`src/rtl/soc_bus_pkg.sv`:
```
// Shared types and widths for the VAA8-S1 two-master bus arbiter.
package soc_bus_pkg;

  localparam int ADDR_W = 16;
  localparam int DATA_W = 8;

  typedef enum logic [1:0] {
    IDLE   = 2'd0,
    ACCESS = 2'd1,
    DONE   = 2'd2
  } arb_state_t;

  typedef logic master_id_t;

  localparam master_id_t M_CPU = 1'b0;
  localparam master_id_t M_DMA = 1'b1;

endpackage

```
`src/rtl/bus_arb_pick.sv`:
```
// Combinational winner selection for the bus arbiter.
// Tie policy: round robin when ARB_ROUND_ROBIN_EN is defined, otherwise fixed priority to m0.
module bus_arb_pick (
  input  logic [1:0]              req_i,
  input  logic                    locked_i,
  input  soc_bus_pkg::master_id_t owner_i,
  input  logic                    hold_expired_i,
  input  soc_bus_pkg::master_id_t last_owner_i,
  output logic                    gnt_valid_o,
  output soc_bus_pkg::master_id_t winner_o
);
  import soc_bus_pkg::*;

  master_id_t other;
  master_id_t tie_winner;

  assign other = ~owner_i;

`ifdef ARB_ROUND_ROBIN_EN
  assign tie_winner = ~last_owner_i;
`else
  logic unused_last_owner;
  assign unused_last_owner = last_owner_i;
  assign tie_winner = M_CPU;
`endif

  // Lock beats everything; an expired lock hands the bus to the other master if it waits.
  always_comb begin
    gnt_valid_o = |req_i;
    winner_o    = M_CPU;
    if (locked_i && req_i[owner_i]) begin
      winner_o = owner_i;
    end else if (hold_expired_i && req_i[other]) begin
      winner_o = other;
    end else if (req_i == 2'b11) begin
      winner_o = tie_winner;
    end else if (req_i[1]) begin
      winner_o = M_DMA;
    end
  end

endmodule

```
`src/rtl/soc_bus_arbiter.sv`:
```
// Two-master arbiter for the VAA8-S1 bus: IDLE (arbitrate) -> ACCESS -> DONE (ack).
// Build option ARB_ROUND_ROBIN_EN selects round-robin tie breaking inside bus_arb_pick.
module soc_bus_arbiter #(
  parameter int ADDR_W   = soc_bus_pkg::ADDR_W,
  parameter int DATA_W   = soc_bus_pkg::DATA_W,
  parameter int MAX_HOLD = 8
) (
  input  logic                   clk,
  input  logic                   reset,
  input  logic                   req_m0,
  input  logic                   req_m1,
  input  logic                   lock_m0,
  input  logic                   lock_m1,
  input  logic [ADDR_W-1:0]      addr_m0,
  input  logic [ADDR_W-1:0]      addr_m1,
  input  logic [DATA_W-1:0]      wdata_m0,
  input  logic [DATA_W-1:0]      wdata_m1,
  input  logic                   we_m0,
  input  logic                   we_m1,
  output logic                   gnt_m0,
  output logic                   gnt_m1,
  output logic                   ack_m0,
  output logic                   ack_m1,
  output logic [DATA_W-1:0]      rdata,
  output logic                   bus_en,
  output logic [ADDR_W-1:0]      bus_addr,
  output logic [DATA_W-1:0]      bus_wdata,
  output logic                   bus_we,
  input  logic [DATA_W-1:0]      bus_rdata,
  output soc_bus_pkg::arb_state_t dbg_state
);
  import soc_bus_pkg::*;

  localparam int CNT_W = $clog2(MAX_HOLD + 2);

  arb_state_t        state_q, state_d;
  master_id_t        owner_q, owner_d;
  logic              locked_q, locked_d;
  logic              expired_q, expired_d;
  logic [CNT_W-1:0]  hold_cnt_q, hold_cnt_d;
  logic [ADDR_W-1:0] addr_q, addr_d;
  logic [DATA_W-1:0] wdata_q, wdata_d;
  logic              we_q, we_d;
  logic [DATA_W-1:0] rdata_q, rdata_d;

  logic [1:0] req_vec;
  logic [1:0] lock_vec;
  logic       pick_valid;
  master_id_t pick_winner;
  logic       lock_grant;
  logic       in_access;

  assign req_vec  = {req_m1, req_m0};
  assign lock_vec = {lock_m1, lock_m0};

  // owner_q doubles as the last winner for round-robin tie breaking.
  bus_arb_pick u_pick (
    .req_i          (req_vec),
    .locked_i       (locked_q),
    .owner_i        (owner_q),
    .hold_expired_i (expired_q),
    .last_owner_i   (owner_q),
    .gnt_valid_o    (pick_valid),
    .winner_o       (pick_winner)
  );

  assign lock_grant = locked_q && req_vec[owner_q];

  always_ff @(posedge clk or posedge reset) begin
    if (reset) begin
      state_q    <= IDLE;
      owner_q    <= M_DMA;
      locked_q   <= 1'b0;
      expired_q  <= 1'b0;
      hold_cnt_q <= '0;
      addr_q     <= '0;
      wdata_q    <= '0;
      we_q       <= 1'b0;
      rdata_q    <= '0;
    end else begin
      state_q    <= state_d;
      owner_q    <= owner_d;
      locked_q   <= locked_d;
      expired_q  <= expired_d;
      hold_cnt_q <= hold_cnt_d;
      addr_q     <= addr_d;
      wdata_q    <= wdata_d;
      we_q       <= we_d;
      rdata_q    <= rdata_d;
    end
  end

  always_comb begin
    state_d    = state_q;
    owner_d    = owner_q;
    locked_d   = locked_q;
    expired_d  = expired_q;
    hold_cnt_d = hold_cnt_q;
    addr_d     = addr_q;
    wdata_d    = wdata_q;
    we_d       = we_q;
    rdata_d    = rdata_q;
    unique case (state_q)
      IDLE: begin
        // Lock and expiry only steer this one arbitration; DONE re-evaluates the lock.
        locked_d  = 1'b0;
        expired_d = 1'b0;
        if (pick_valid) begin
          owner_d    = pick_winner;
          addr_d     = (pick_winner == M_DMA) ? addr_m1  : addr_m0;
          wdata_d    = (pick_winner == M_DMA) ? wdata_m1 : wdata_m0;
          we_d       = (pick_winner == M_DMA) ? we_m1    : we_m0;
          hold_cnt_d = lock_grant ? hold_cnt_q + CNT_W'(1) : CNT_W'(1);
          state_d    = ACCESS;
        end
      end
      ACCESS: begin
        rdata_d = bus_rdata;
        state_d = DONE;
      end
      DONE: begin
        locked_d  = lock_vec[owner_q] && (hold_cnt_q <  CNT_W'(MAX_HOLD));
        expired_d = lock_vec[owner_q] && (hold_cnt_q >= CNT_W'(MAX_HOLD));
        state_d   = IDLE;
      end
      default: state_d = IDLE;
    endcase
  end

  assign in_access = (state_q == ACCESS);
  assign bus_en    = in_access;
  assign bus_addr  = in_access ? addr_q  : '0;
  assign bus_wdata = in_access ? wdata_q : '0;
  assign bus_we    = in_access & we_q;

  assign gnt_m0 = (state_q != IDLE) && (owner_q == M_CPU);
  assign gnt_m1 = (state_q != IDLE) && (owner_q == M_DMA);
  assign ack_m0 = (state_q == DONE) && (owner_q == M_CPU);
  assign ack_m1 = (state_q == DONE) && (owner_q == M_DMA);

  assign rdata     = rdata_q;
  assign dbg_state = state_q;

endmodule

```
`config.mk`:
```
export PLATFORM = sky130hd
export DESIGN_NAME = soc_bus_arbiter
export DESIGN_NICKNAME = d
export VERILOG_FILES = /design/src/rtl/soc_bus_pkg.sv /design/src/rtl/bus_arb_pick.sv /design/src/rtl/soc_bus_arbiter.sv
export SDC_FILE = /design/constraint.sdc
export NUM_CORES = 1
export LEC_CHECK = 0
export ABC_AREA = 1
export ABC_CLOCK_PERIOD_IN_PS = 1700
export CAP_MARGIN = 10
export CORE_ASPECT_RATIO = 2
export CORE_MARGIN = 2
export CORE_UTILIZATION = 43
export DETAILED_ROUTE_END_ITERATION = 8
export PLACE_DENSITY_LB_ADDON = 0.15
export RECOVER_POWER = 25
export SETUP_SLACK_MARGIN = 0.4
export SLEW_MARGIN = 20
export SYNTH_ARGS = -nofsm -noshare
export SYNTH_HDL_FRONTEND = slang
export SYNTH_SLANG_ARGS = --single-unit
export TNS_END_PERCENT = 5
```
`constraint.sdc`:
```
create_clock -name clk -period 1.7 [get_ports clk]
set_input_delay 0.34 -clock clk [delete_from_list [all_inputs] [get_ports clk]]
set_output_delay 0.34 -clock clk [all_outputs]
set_load 0.01 [all_outputs]
```
* Word-level counts from Yosys, hierarchy flattened *
Index checks and enable logic that the tools add are counted.

storage, ports and cells
  register bits after elaboration = 42
  input port bits = 64
  output and inout bits = 40
  word-level logic and storage cells = 53

cells by class
  add/subtract/negate cells = 1
  $lt $le $gt $ge = 4
  eq/ne operators = 4
  multiplexer cells = 20
  bitwise logic cells = 2
  reduce and logical (&&, ||, !) cells = 13

operators by type and width
  kind                                                  number
  2-to-1 mux 16 bit                                     2
  2-to-1 mux 8 bit                                      2
  2-to-1 mux 1 bit                                      11
  logical AND 1 bit                                     8
  adder 4 x 1 -> 4 bit (second input constant)          1
  equality test 2 bit (second input constant)           2
  >= comparator 4 bit (second input constant)           1
  < comparator 1 x 2 -> 1 bit (second input constant)   2
  < comparator 4 bit (second input constant)            1
  2-to-1 mux 4 bit                                      1
  one-hot mux 1 bit (2 select lines)                    2
  one-hot mux 2 bit (2 select lines)                    1
  nonzero test 2 bit                                    2
  equality test 2 x 1 -> 1 bit (second input constant)  1
  logical NOT 2 bit                                     1
  2-to-1 mux 2 bit                                      1
  != test 2 bit (second input constant)                 1
  AND reduction 2 bit                                   1
  OR reduction 2 bit                                    1
  bitwise AND 1 bit                                     1
  inverter 1 bit                                        1

* Logic depth before layout (Yosys ltp) *
  depth after elaboration = 7
  mapped depth = 10
  mapped depth without buffers = 9

* Cells and area by module *
Synthesis repeated with hierarchy kept, for this count alone.

unflattened totals
  cell total of the unflattened synthesis = 320
  area total of the unflattened synthesis = 2209.6 um2

by module, submodules not included
  module           instances  cells an instance  area each (um2)  sequential area each (um2)
  soc_bus_arbiter  1          313                2180.8           1052.3
  bus_arb_pick     1          7                  28.8             0.0

* Least setup slack after synthesis *
No wires, ideal clock.

  path type = register to output
  start = register state_q[0], in the netlist dbg_state[0]
  end = output bus_addr[0]
  arrival time = 1285 ps
  data required time = 1360 ps
  setup slack = 75 ps
  stages on the path, launching flop included = 6
  buffers on the path = 1
  path through = dfrtp_1 -> inv_2 -> nor2_2 -> inv_2 -> clkbuf_1 -> nor2_1

between the ends
  word-level cells in the longest chain between the ends = 2

RTL lines
  item                          line                    RTL
  start, declared               soc_bus_arbiter.sv:36   arb_state_t state_q, state_d;
  start signal, assigned        soc_bus_arbiter.sv:81   state_q <= state_d;
  equality test 2 x 1 -> 1 bit  soc_bus_arbiter.sv:130  assign in_access = (state_q == ACCESS);
  via bus_en                    soc_bus_arbiter.sv:25   output logic bus_en,
  2-to-1 mux 16 bit             soc_bus_arbiter.sv:132  assign bus_addr = in_access ? addr_q : '0;
  end, declared                 soc_bus_arbiter.sv:26   output logic [ADDR_W-1:0] bus_addr,

The timed path passes the listed nets, and every way through them passes these cells.

==> summary.md <==
| Metric | Value |
|---|---|
| Run status | `complete, no violations` |
| Layout Skew | `5.05 ps` |
| Diodes inserted | `0` |
| VDD IR max | `1.48 mV` |
| Num CTS Buffers | `5` |
| FF-to-FF End | `addr_q[1]$_DFFE_PP0P_` |
| Final min period | `1630 ps` |
| Die Height | `111 um` |
| Hold Crit Class | `input pin to asynchronous set/reset pin` |
| Share of layout cells above drive strength 1 | `25.4%` |
| Syn_nets | `424` |
| Pwr Total | `6850 uW` |
| Post-synthesis async set-or-reset flop share | `100%` |
| # rows | `39` |
| Crit end category | `output port` |
| Grt total ovfl | `0` |
| Max-cap violations | `0` |
| Worst-Skew Late Latency | `290 ps` |
| Final TNS setup | `0 ps` |
| Ys flop type | `dfrtp_1` |
| Setup-failing EPs final | `0` |
| # IOs | `104` |
| Simple-gate portion of the synthesized area | `36.8%` |
| R2R Setup Slk | `110 ps` |
| CP startpoint kind | `register` |
| Avg WL per Cell | `13.9 um` |
| Initial DRC Count | `134` |
| Via density per instance | `5.01` |
| DRC viols | `0` |
| Placer Congestion | `0.848` |
| Largest net degree at the start of global routing | `26` |
| Vias in the first global route | `2,842` |
| Rel. slew slack | `61.8%` |
| Final Util | `75.2%` |
| Root buffer cell | `clkbuf_16` |
| Syn-to-layout area delta | `71.8%` |
| Port Buffers | `103` |
| Commonest cells after routing, fill and taps aside | `nand2_1 (97), inv_1 (81), clkdlybuf4s50_1 (70)` |
| Clk sinks | `42` |
| Mapped Cells | `358` |
| Syn Area/Cell | `6.86 um^2` |
| Dpl cells | `536` |
| Synth Area in Adders | `1.02%` |
| Power density over the cells | `1620 nW/um^2` |
| Post-synthesis compound-gate area fraction | `2.39%` |
| Leak | `0.00221 uW` |
| Cell family with most CP delay | `flip-flops` |
| Cts hold-fix bufs | `0` |
| Count of pins over their slew limit | `0` |
| Hold WS | `479 ps` |
| H-tree depth | `2` |
| Clock edge transition at the registers on the reported setup and hold paths | `60 ps` |
| Drt first pass iters | `4` |
| RSZ-0062 raised after global routing | `true` |
| Sequential-to-total area share from yosys stat | `42.8%` |
| CTS max path bufs | `2` |
| Commonest non-fill, non-tap cell in the layout | `nand2_1` |
| Global-route wire length before repair | `12.4 mm` |
| Worst EP arrival | `1290 ps` |
| Worst setup path class | `register to output port` |
| Flops & latches, synth | `42` |
| Drt total wl | `7.61 mm` |
| Critical Path RT | `1360 ps` |
| Largest family of logic cells by synthesized area | `simple AND/OR/NAND/NOR gates` |
| CP max stage delay | `570 ps` |
| Final cell count without fillers | `549` |
| Critical-path maximum fanout | `5` |
| CP Cell Sequence | `inv_2, nor2_1, clkdlybuf4s15_1` |
| Slowest CP cell | `dfstp_2` |
| Die area | `6370 um^2` |
| Synth unique cells | `25` |
| Global-route usage over all layers | `24.5%` |
| Max Freq | `614 MHz` |
| CORE AREA | `5610 um^2` |
| ANT nets after route | `0` |
| Post-Synth XOR/XNOR Area | `0.356%` |
| R2R depth | `9` |
| CP bufs+invs | `2` |
| Die Wd | `57.5 um` |
| DR vias | `2,748` |
| Initial core utilization | `43.8%` |
| Final nets | `553` |
| Post-synth EDFFs | `0` |
| CTS tree | `done` |
| Final hold viol count | `0` |
| Post-Syn Area | `2460 um^2` |
| Post-route clock period utilization | `95.8%` |
| Worst-Margin Slew | `573 ps` |
| Hpwl dp | `5.54 mm` |
| Ys Warns | `0` |
| Initial antenna violation count | `0` |
| Mux cell area share after synthesis | `0%` |
==> sequential cells by signal, summed over array words and instances, names as in the netlist, named ones only <==
| register | flops |
|---|---|
| addr_q | 16 |
| dbg_state | 2 |
| expired_q | 1 |
| hold_cnt_q | 4 |
| locked_q | 1 |
| rdata | 8 |
| wdata_q | 8 |
| we_q | 1 |
==> cells by family (layout without fill, tap and decap cells) <==
group,after synthesis,after routing
buffers and inverters,101,229
xor gates and xnor gates,1,1
AOI/OAI and AO/OA,9,9
adders and majority gates,2,2
and+or+nand+nor,203,205
DFF,42,42
==> routing by layer <==
metal / up-vias / global-route usage (%) / wire length (um)
met2: 102 / 44.5 / 4200
met4: 0 / 11.2 / 227
met1: 1314 / 26.5 / 2710
met5: - / 0 / 0
li1: 1311 / - / -
met3: 21 / 3.97 / 482
==> cells in the mapped netlist, types with 3 or more instances <==
master | count | area share (%)
nand3_1 | 51 | 10
inv_1 | 82 | 13
nand2_4 | 3 | 1.4
inv_2 | 4 | 0.61
clkbuf_1 | 4 | 0.61
nand2_2 | 11 | 2.8
nor2_1 | 33 | 5.0
nand2_1 | 99 | 15
buf_2 | 9 | 1.8
o21ai_1 | 3 | 0.61
dfrtp_1 | 41 | 42
==> layout make-up <==
cell class                 instances  area, um^2
tap                               61        76.3
inverter                          86         328
clock buffer                       7         143
sequential                        42        1050
multi-input combinational        217        1270
fill                             442        1390
timing repair buffer             135        1340
clock inverter                     1        5.00
==> worst max-delay path by stage <==
stage / from / slack, ps / end / cells past startpoint
2_1_floorplan: dbg_state[0]$_DFFE_PP0P_ / 270 / bus_addr[0] / 5
3_3_place_gp: req_m0 / -40 / wdata_q[2]$_DFFE_PP0P_ / 9
3_5_place_dp: req_m0 / -150 / we_q$_DFFE_PP0P_ / 9
4_1_cts: dbg_state[1]$_DFFE_PP0P_ / 50 / bus_wdata[5] / 5
5_1_grt: register / 0.5 / gnt_m1 / 3
6_report: register / 70 / gnt_m1 / 3
==> where the power goes <==
group          switching [uW]  internal [uW]
clock network             376            582
registers                 292           1480
logic                    2230           1900
==> through the flow <==
| step | cell area [um^2] | setup slack (ps) |
|---|---|---|
| after floorplan | 2700 | 271 |
| after global placement | 3980 | -39.1 |
| after detailed placement | 3980 | -148 |
| after CTS | 4140 | 47.5 |
| after global routing | 4220 | 0.518 |
| final | 4220 | 71.3 |
==> timing repair <==
item | CTS | global route
cloned | 0 | 3
setup buffers | 2 | 0
setup endpoints to repair | 71 | 71
pin swaps | 1 | 6
gates resized for setup | 133 | 15
(Power assumes the default switching activity.)
